## src/rtl/imem_ctrl_pkg.sv

```systemverilog
// rtl/imem_ctrl_pkg.sv - shared types and address helpers for imem_ctrl
//
// Purpose: state encoding, word-offset constant and the address helpers
// (word-index extraction, loader range check) shared by the imem_ctrl files.
// The helpers take the index width (log2 of the array depth) as an argument
// so they work for any power-of-two SIZE_IN_WORDS.
package imem_ctrl_pkg;

  typedef enum logic {
    ST_LOAD = 1'b0,
    ST_RUN  = 1'b1
  } state_e;

  localparam int WORD_LSB = 2;

  // Word index of a byte address; bits above the array index are cleared.
  function automatic logic [31:0] word_idx(input logic [31:0] addr, input int unsigned aw);
    logic [31:0] mask;
    mask = (32'd1 << aw) - 32'd1;
    return (addr >> WORD_LSB) & mask;
  endfunction

  // Word aligned and no bits set above the array's byte range.
  function automatic logic in_range(input logic [31:0] addr, input int unsigned aw);
    return ((addr >> (aw + WORD_LSB)) == 32'd0) && (addr[1:0] == 2'b00);
  endfunction

endpackage

```

## src/rtl/imem_ctrl_sat_cnt.sv

```systemverilog
// rtl/imem_ctrl_sat_cnt.sv - saturating up-counter with enable
//
// Purpose: counts enabled cycles, stopping at MAX.
// Ports:
//   ip_clk    clock
//   ip_reset  asynchronous active-high reset, clears the count
//   ip_en     count enable
//   op_count  current count
module imem_ctrl_sat_cnt #(
  parameter int WIDTH = 11,
  parameter int MAX   = 1024
) (
  input  logic             ip_clk,
  input  logic             ip_reset,
  input  logic             ip_en,
  output logic [WIDTH-1:0] op_count
);

  logic [WIDTH-1:0] count_q;
  logic [WIDTH-1:0] count_d;

  always_comb begin
    count_d = count_q;
    if (ip_en && (count_q != WIDTH'(MAX))) begin
      count_d = count_q + WIDTH'(1);
    end
  end

  always_ff @(posedge ip_clk or posedge ip_reset) begin
    if (ip_reset) begin
      count_q <= '0;
    end else begin
      count_q <= count_d;
    end
  end

  assign op_count = count_q;

endmodule

```

## src/rtl/imem_ctrl.sv

```systemverilog
// rtl/imem_ctrl.sv - instruction memory boot-load / fetch sequencer
//
// Purpose: in LOAD the boot loader writes words into the imem array while the
// core is held in reset; ip_ld_done moves to RUN, where fetches get a
// registered one-cycle read. Only reset returns to LOAD.
// Build option: IMEM_CTRL_RUNTIME_WRITE_EN keeps the loader port open in RUN;
// a loader write then wins over a same-cycle fetch, which is stalled.
// Ports:
//   ip_clk, ip_reset                       clock, async active-high reset
//   ip_ld_valid/addr/data, op_ld_ready     loader write handshake
//   ip_ld_done                             end-of-load pulse
//   op_ld_err                              sticky bad-loader-address flag
//   op_loaded_words                        saturating count of loaded words
//   ip_fetch_req/addr                      core fetch request
//   op_fetch_valid/inst/stall              fetch response and stall
//   op_core_reset, op_boot_pc              core release and start address
//   op_mem_addr/we/wdata, ip_mem_rdata     single-port array interface
module imem_ctrl
  import imem_ctrl_pkg::*;
#(
  parameter int          SIZE_IN_WORDS = 1024,
  parameter logic [31:0] RESET_PC      = 32'h0000_0000
) (
  input  logic                             ip_clk,
  input  logic                             ip_reset,
  input  logic                             ip_ld_valid,
  input  logic [31:0]                      ip_ld_addr,
  input  logic [31:0]                      ip_ld_data,
  output logic                             op_ld_ready,
  input  logic                             ip_ld_done,
  output logic                             op_ld_err,
  output logic [$clog2(SIZE_IN_WORDS):0]   op_loaded_words,
  input  logic                             ip_fetch_req,
  input  logic [31:0]                      ip_fetch_addr,
  output logic                             op_fetch_valid,
  output logic [31:0]                      op_fetch_inst,
  output logic                             op_fetch_stall,
  output logic                             op_core_reset,
  output logic [31:0]                      op_boot_pc,
  output logic [$clog2(SIZE_IN_WORDS)-1:0] op_mem_addr,
  output logic                             op_mem_we,
  output logic [31:0]                      op_mem_wdata,
  input  logic [31:0]                      ip_mem_rdata
);

  localparam int AW = $clog2(SIZE_IN_WORDS);

  state_e      state_q, state_d;
  logic        core_reset_q, core_reset_d;
  logic        ld_err_q, ld_err_d;
  logic        fetch_valid_q, fetch_valid_d;
  logic [31:0] fetch_inst_q, fetch_inst_d;

  logic        is_load;
  logic        ld_ready;
  logic        ld_hs;
  logic        ld_in_range;
  logic        ld_we;
  logic        fetch_stall;
  logic        fetch_take;
  logic        cnt_en;
  logic [31:0] ld_idx_full;
  logic [31:0] fetch_idx_full;
  logic        unused_idx_bits;

  assign is_load = (state_q == ST_LOAD);

`ifdef IMEM_CTRL_RUNTIME_WRITE_EN
  assign ld_ready    = 1'b1;
  // Array is single-ported: a loader write in RUN takes the port and the
  // fetch is pushed back to the next cycle.
  assign fetch_stall = ~is_load & ip_fetch_req & ld_hs;
`else
  assign ld_ready    = is_load;
  assign fetch_stall = 1'b0;
`endif

  assign ld_hs          = ip_ld_valid & ld_ready;
  assign ld_in_range    = in_range(ip_ld_addr, AW);
  assign ld_we          = ld_hs & ld_in_range;
  assign fetch_take     = ~is_load & ip_fetch_req & ~fetch_stall;
  assign cnt_en         = is_load & ld_we;
  assign ld_idx_full    = word_idx(ip_ld_addr, AW);
  assign fetch_idx_full = word_idx(ip_fetch_addr, AW);
  assign unused_idx_bits = ^{ld_idx_full[31:AW], fetch_idx_full[31:AW]};

  always_comb begin
    state_d       = state_q;
    if (is_load && ip_ld_done) begin
      state_d = ST_RUN;
    end
    core_reset_d  = (state_d == ST_LOAD);
    ld_err_d      = ld_err_q | (ld_hs & ~ld_in_range);
    fetch_valid_d = fetch_take;
    // Hold register keeps the last delivered word on idle cycles.
    fetch_inst_d  = fetch_valid_q ? ip_mem_rdata : fetch_inst_q;
  end

  always_ff @(posedge ip_clk or posedge ip_reset) begin
    if (ip_reset) begin
      state_q       <= ST_LOAD;
      core_reset_q  <= 1'b1;
      ld_err_q      <= 1'b0;
      fetch_valid_q <= 1'b0;
      fetch_inst_q  <= 32'd0;
    end else begin
      state_q       <= state_d;
      core_reset_q  <= core_reset_d;
      ld_err_q      <= ld_err_d;
      fetch_valid_q <= fetch_valid_d;
      fetch_inst_q  <= fetch_inst_d;
    end
  end

  imem_ctrl_sat_cnt #(
    .WIDTH (AW + 1),
    .MAX   (SIZE_IN_WORDS)
  ) u_loaded_cnt (
    .ip_clk   (ip_clk),
    .ip_reset (ip_reset),
    .ip_en    (cnt_en),
    .op_count (op_loaded_words)
  );

  // Array read data arrives the cycle after the address, so the valid word is
  // passed straight through rather than re-registered.
  assign op_fetch_inst  = fetch_valid_q ? ip_mem_rdata : fetch_inst_q;
  assign op_fetch_valid = fetch_valid_q;
  assign op_fetch_stall = fetch_stall;
  assign op_ld_ready    = ld_ready;
  assign op_ld_err      = ld_err_q;
  assign op_core_reset  = core_reset_q;
  assign op_boot_pc     = RESET_PC;
  assign op_mem_addr    = ld_hs ? ld_idx_full[AW-1:0] : fetch_idx_full[AW-1:0];
  assign op_mem_we      = ld_we;
  assign op_mem_wdata   = ip_ld_data;

endmodule

```

## config.mk

```make
export PLATFORM = sky130hd
export DESIGN_NAME = imem_ctrl
export DESIGN_NICKNAME = d
export VERILOG_FILES = /design/src/rtl/imem_ctrl_pkg.sv /design/src/rtl/imem_ctrl_sat_cnt.sv /design/src/rtl/imem_ctrl.sv
export SDC_FILE = /design/constraint.sdc
export NUM_CORES = 1
export LEC_CHECK = 0
export ABC_AREA = 1
export BUFFER_PORTS_ARGS = -buffer_cell sky130_fd_sc_hd__buf_2
export CAP_MARGIN = 0
export CORE_UTILIZATION = 30
export DETAILED_ROUTE_END_ITERATION = 8
export PLACE_DENSITY = 0.66
export SYNTH_ARGS = -nofsm -noshare
export SYNTH_HDL_FRONTEND = slang
export SYNTH_HIERARCHICAL = 1
export SYNTH_SLANG_ARGS = --single-unit
```

## constraint.sdc

```tcl
create_clock -name ip_clk -period 3.5 [get_ports ip_clk]
set_input_delay 0.7 -clock ip_clk [delete_from_list [all_inputs] [get_ports ip_clk]]
set_output_delay 0.7 -clock ip_clk [all_outputs]
set_load 0.01 [all_outputs]
```

==> results.py, run 1 <==
metrics = {
    "floorplanning": {
        "num_rows": 35,
        "core_mm2": 0.00933,
        "die_w_um": 101,
        "initial_core_util_pct": 31.2,
        "die_h_um": 101,
        "io_pins": 256,
        "dieArea_mm2": 0.0101,
    },
    "pwr": {
        "p_per_area_mw_per_mm2": 358,
        "p_int_mw": 0.917,
        "switching_power_mw": 0.308,
        "p_comb_share_pct": 19.0,
        "power_frac_clock_pct": 32.2,
        "p_seq_share_pct": 48.7,
        "irDropWorstVdd_uv": 189,
        "p_sw_share_pct": 25.1,
        "power_leakage_nw": 1.94,
    },
    "synth": {
        "synth_warnings": 6,
        "synth_edf_count": 0,
        "synthFlopType": "dfrtp_1",
        "synth-seq-area-share_pct": 40.4,
        "synth_async_sr_flop_share_pct": 100,
        "synthAdderAreaFrac_pct": 0.859,
        "synth_common_cells": "nand2_1, buf_4, dfrtp_1",
        "synth_top_area_share_pct": 39.5,
        "synthMuxAreaShare_pct": 16.2,
        "yosysMostFrequentCell": "nand2_1",
        "syn_area_per_cell_um2": 9.52,
        "synth_compound_area_share_pct": 0.301,
        "syn_inst": 306,
        "synth-seq-cells": 47,
        "yosys.area.top_type": "dfrtp_1",
        "synthSimpleGateAreaFrac_pct": 18.1,
        "synth.distinct_cells": 23,
        "syn-cell-area_mm2": 0.00291,
        "synth_top_family_by_area": "buffers and inverters",
        "synth_area_leaders": "dfrtp_1, buf_4, mux2_4, nand2_1, nor2_1",
        "synth_xor_area_share_pct": 1.50,
    },
    "sta": {
        "relSlewSlack_pct": 63.5,
        "period_minus_slack_ns": 2.52,
        "finalHoldViolCount": 0,
        "period_share_pct": 72.0,
        "setup_viol": 0,
        "fin_ws_ns": 0.981,
        "tightestPinTransition_ns": 0.547,
        "clock_skew_ns": 0.00782,
        "hold_ws_ns": 0.408,
        "fmax_ghz": 0.397,
        "slew_viol_final": 0,
        "rsz0062_at_grt": "no",
        "finalSetupTns_ns": 0,
    },
    "global_route": {
        "grt_overflow": 0,
        "grt_pass1_wl_um": 9420,
        "grt_max_degree": 37,
        "gr-usage-all-layers_pct": 12.0,
        "antenna_found_initial": 0,
        "grt_pass1_vias": 1980,
    },
    "worst_setup_path": {
        "r2r-end": "u_loaded_cnt/op_count[0]$_DFFE_PP0P_",
        "cp-start-kind": "flip-flop",
        "end_kind": "output pin",
        "rr_worst_depth": 7,
        "startpoint": "op_fetch_valid$_DFF_PP0_",
        "critPathBufInv": 2,
        "path_class": "flip-flop to output pin",
        "r2r-start": "state_q$_DFF_PP0_",
        "crit_family": "flip-flops",
        "crit_path_end": "op_fetch_inst[10]",
        "critPathMaxStageDelay_ns": 0.72,
        "critPathSlowestCell": "dfrtp_2",
        "ff2ff_setup_slack_ns": 1.73,
        "cp_max_fo": 19,
        "worstPathArrival_ns": 1.82,
        "critical_path_required_ns": 2.80,
        "path_depth": 3,
        "crit_path_cell_trace": "buf_4 -> mux2_4 -> buf_2",
    },
    "finish": {
        "final_layout_size_suffix_gt1_share_pct": 45.9,
        "diodes": 0,
        "final_util_pct": 36.6,
        "area_growth_pct": 17.3,
        "final_nets": 546,
    },
    "clock_network": {
        "cts_setup_buffers": 0,
        "clk_latency_ns": 0.30,
        "cts_root_buf": "clkbuf_8",
        "cts_buffer_depth": 2,
        "cts_hold_buffers": 0,
        "htreeDepth": 2,
        "clock-sinks": 47,
        "cts_buffers": 5,
        "clkTransAtPathRegs_ns": 0.09,
        "cts_resized": 0,
        "cts_tree": "done",
    },
    "detailed_routing": {
        "wire_per_inst_um": 11.7,
        "drtIter0Drc": 70,
        "first_pass_iters": 4,
        "via_per_inst": 3.99,
        "vias": 2157,
        "routed_wl_um": 6320,
        "ant_nets": 0,
        "route.detailed.drc": 0,
    },
    "worst_hold_path": {
        "hp-class": "input pin to asynchronous set/reset pin",
    },
    "flow_run": {
        "cap_violations": 0,
    },
    "outcome": {
        "status": "complete, no violations",
    },
    "placed_design": {
        "gp_congestion": 0.828,
        "dp_hpwl_um": 5350,
        "dp_slack_ns": 1.06,
        "io_buffers": 136,
    },
}
[final cells by class]
type | instances | area (um^2)
Clock buffer | 5 | 68.8
Fill cell | 979 | 5910
Clock inverter | 3 | 43.8
Inverter | 16 | 60.1
Timing Repair Buffer | 139 | 703
Sequential cell | 47 | 1180
Tap cell | 129 | 161
Multi-Input combinational cell | 202 | 1200
[cells in the final DEF, fill, tap and decap left out, types with 4 or more instances in the layout]
cell,count
buf_2,136
clkbuf_8,5
conb_1,33
dfrtp_1,45
inv_1,15
mux2_4,30
nand2_1,90
nand3_1,6
nor2_1,22
nor2_2,5
xor2_1,4
[power by group through the flow]
| stage | combinational, mW | clock, mW | sequential (mW) |
|---|---|---|---|
| after global placement | 0.231 | 0 | 0.606 |
| after global routing | 0.256 | 0.435 | 0.602 |
| after detailed placement | 0.235 | 0 | 0.608 |
| after CTS | 0.236 | 0.414 | 0.597 |
| after floorplan | 0.211 | 0 | 0.600 |
| final | 0.233 | 0.395 | 0.597 |
[per-layer routing]
layer  up-vias  track usage (%)  part of all wire, %
met5         -                0                    0
met4         0             3.34                 0.81
met3         6             2.57                  7.8
met2       132             22.6                   51
met1       966             13.7                   41
li1       1053                -                    -
[state kept, by name, summed over array words and instances (netlist names)]
name / flops
fetch_inst_q: 32
u_loaded_cnt/op_count: 11
op_core_reset: 1
op_fetch_valid: 1
op_ld_err: 1
state_q: 1
[how the worst min path moves through the flow]
stage	start	slack (ns)	cells after the start	end
6_report	ip_reset	0.41	2	u_loaded_cnt/op_count[10]$_DFFE_PP0P_
5_1_grt	ip_reset	0.45	2	u_loaded_cnt/op_count[7]$_DFFE_PP0P_
4_1_cts	ip_reset	0.42	2	u_loaded_cnt/op_count[1]$_DFFE_PP0P_
3_5_place_dp	state_q$_DFF_PP0_	0.43	1	op_core_reset$_DFF_PP1_
3_3_place_gp	state_q$_DFF_PP0_	0.42	1	op_core_reset$_DFF_PP1_
2_1_floorplan	state_q$_DFF_PP0_	0.40	1	op_core_reset$_DFF_PP1_
[metrics by stage]
stage	total power, mW	instance area [um^2]	cells
5_1_grt	1.29	3420	541
4_1_cts	1.25	3420	541
2_1_floorplan	0.811	3030	338
6_report	1.22	3420	541
3_5_place_dp	0.844	3310	533
3_3_place_gp	0.837	3310	533
[cells by family (layout without fill, tap and decap cells)]
family | count (synthesis) | count (layout)
fa+ha+maj | 2 | 2
other cells | 1 | 33
xor+xnor | 5 | 5
compound gates | 1 | 1
buf+inv | 89 | 163
simple gates | 129 | 129
flops | 47 | 47
mux | 32 | 32
No activity file was read; power rests on OpenSTA's default activity.
==> run 2: changes to the inputs <==
ABC_AREA = 0   (was 1)
CORE_AREA = 2 2 99 101   (was not set)
CORE_UTILIZATION = not set   (was 30)
DIE_AREA = 0 0 101 103   (was not set)
PLACE_DENSITY = 0.67   (was 0.66)
clock period = 2.2 ns   (was 3.5 ns; I/O delays follow)
==> results.py, run 2 <==
metrics = {
    "outcome": {
        "status": "complete, no violations",
    },
    "global_route": {
        "grt_overflow": 0,
        "gr-usage-all-layers_pct": 10.1,
        "grt_pass1_wl_um": 8310,
        "grt_max_degree": 37,
        "antenna_found_initial": 1,
        "grt_pass1_vias": 1736,
    },
    "synth": {
        "synthFlopType": "dfrtp_1",
        "syn_area_per_cell_um2": 12.1,
        "synth_warnings": 6,
        "synth_area_leaders": "dfrtp_1, buf_4, mux2_2, nor4_2, xnor2_1",
        "synth_common_cells": "buf_4, dfrtp_1, mux2_2",
        "syn-cell-area_mm2": 0.00259,
        "synth-seq-area-share_pct": 45.4,
        "synth_edf_count": 0,
        "yosysMostFrequentCell": "buf_4",
        "synth-seq-cells": 47,
        "synth_top_area_share_pct": 44.4,
        "syn_inst": 215,
        "synth_async_sr_flop_share_pct": 100,
        "synth.distinct_cells": 29,
        "yosys.area.top_type": "dfrtp_1",
    },
    "detailed_routing": {
        "via_per_inst": 4.12,
        "first_pass_iters": 4,
        "ant_nets": 0,
        "drtIter0Drc": 29,
        "wire_per_inst_um": 12.4,
        "vias": 1813,
        "route.detailed.drc": 0,
        "routed_wl_um": 5460,
    },
    "placed_design": {
        "dp_hpwl_um": 4430,
        "io_buffers": 136,
        "gp_congestion": 0.795,
        "place_inst": 431,
        "placed_cell_area_mm2": 0.00304,
    },
    "clock_network": {
        "cts_hold_buffers": 0,
        "cts_resized": 0,
        "clkTransAtPathRegs_ns": 0.09,
        "htreeDepth": 2,
        "clk_latency_ns": 0.29,
        "cts_setup_buffers": 0,
        "cts_tree": "done",
        "clock-sinks": 47,
        "cts_buffers": 5,
        "cts_buffer_depth": 2,
        "cts_root_buf": "clkbuf_8",
    },
    "worst_setup_path": {
        "end_kind": "output pin",
        "cp-start-kind": "flip-flop",
        "critPathBufInv": 2,
        "path_class": "flip-flop to output pin",
        "worstPathArrival_ns": 1.53,
        "critPathSlowestCell": "mux2_2",
        "crit_path_cell_trace": "buf_4 -> mux2_2 -> buf_2",
        "cp_max_fo": 33,
        "critical_path_required_ns": 1.76,
        "crit_family": "buffers and inverters",
        "critPathMaxStageDelay_ns": 0.40,
    },
    "floorplanning": {
        "num_rows": 36,
        "dieArea_mm2": 0.0104,
        "initial_core_util_pct": 27.4,
        "die_h_um": 103,
        "core_mm2": 0.00946,
        "io_pins": 256,
        "die_w_um": 101,
    },
    "sta": {
        "rsz0062_at_grt": "no",
        "setup_viol": 0,
        "finalHoldViolCount": 0,
        "slew_viol_final": 0,
        "fmax_ghz": 0.509,
        "period_minus_slack_ns": 1.97,
        "clock_skew_ns": 0.00407,
        "finalSetupTns_ns": 0,
        "period_share_pct": 89.3,
    },
    "finish": {
        "final_nets": 459,
        "area_growth_pct": 21.0,
        "largest_register": "fetch_inst_q",
        "final_layout_size_suffix_gt1_share_pct": 61.8,
        "mostFrequentLayoutCells": "buf_2, dfrtp_1, mux2_2",
        "largest_reg_flops": 32,
        "final_cells": 440,
        "design_area_mm2": 0.00314,
        "final_common_cell": "buf_2",
    },
    "pwr": {
        "irDropWorstVdd_uv": 230,
        "power_leakage_nw": 1.62,
        "p_per_area_mw_per_mm2": 579,
    },
    "flow_run": {
        "cap_violations": 0,
    },
    "worst_hold_path": {
        "hp-class": "input pin to asynchronous set/reset pin",
    },
}
[run 2: cell count changes after synthesis, sizes merged, moves of 6 or more]
cell / change
inv: -6
mux2: +11
nor2: -25
nor4: +8
nor3: +6
nand2: -87
[run 2: kinds of logic after synthesis]
family	after synthesis	synth area share, %
flops	47	45.4
simple gates	29	8.35
mux	43	18.8
other cells	1	0.145
fa+ha+maj	2	0.965
buf+inv	80	21.8
xor+xnor	9	3.04
compound gates	4	1.50
[run 2: path summary, 6_finish.rpt]
path	endpoint	start	slack, ns	depth (start not counted)
setup / recovery	op_fetch_inst[19]	op_fetch_valid$_DFF_PP0_	0.23	3
hold / removal	u_loaded_cnt/op_count[1]$_DFFE_PP0P_	ip_reset	0.14	2
setup reg to reg	u_loaded_cnt/op_count[10]$_DFFE_PP0P_	state_q$_DFF_PP0_	0.33	6
hold reg to reg	fetch_inst_q[4]$_DFF_PP0_	fetch_inst_q[4]$_DFF_PP0_	0.49	1
max in group asynchronous	op_core_reset$_DFF_PP1_	ip_reset	1.60	3
min in group ip_clk	state_q$_DFF_PP0_	ip_ld_done	0.35	2
[run 2: cell type report]
class / count / area, um^2
antenna: 1 / 2.50
sequential: 47 / 1180
inverter: 10 / 37.5
tap: 114 / 143
multi-input combinational: 120 / 971
timing repair buffer: 140 / 711
clock inverter: 1 / 8.76
clock buffer: 7 / 86.3
fill: 960 / 6320
[run 2: routing by layer]
layer  GRT usage [%]  part of all wire (%)  wire (um)  vias up
li1                -                     -          -      838
met1            12.0                    40       2190      865
met2            17.0                    50       2730      100
met3            3.80                   9.5        517       10
met4            2.91                  0.57         31        0
met5               0                     0          0        -
[run 2: power breakdown]
group / switching, mW / total [mW] / internal (mW)
Combinational: 0.174 / 0.337 / 0.164
Clock: 0.279 / 0.536 / 0.258
Sequential: 0.0153 / 0.941 / 0.926
Total: 0.468 / 1.81 / 1.35
[run 2: stage by stage]
step / setup slack [ns] / hold slack, ns / power (mW) / utilization [%]
after floorplan: 0.223 / 0.292 / 1.24 / -
after global placement: 0.0471 / 0.462 / 1.29 / 32.1
after detailed placement: -0.00739 / 0.466 / 1.30 / 32.1
after CTS: 0.190 / 0.140 / 1.87 / 33.1
after global routing: 0.134 / 0.163 / 1.94 / 33.1
final: 0.235 / 0.143 / 1.81 / 33.2
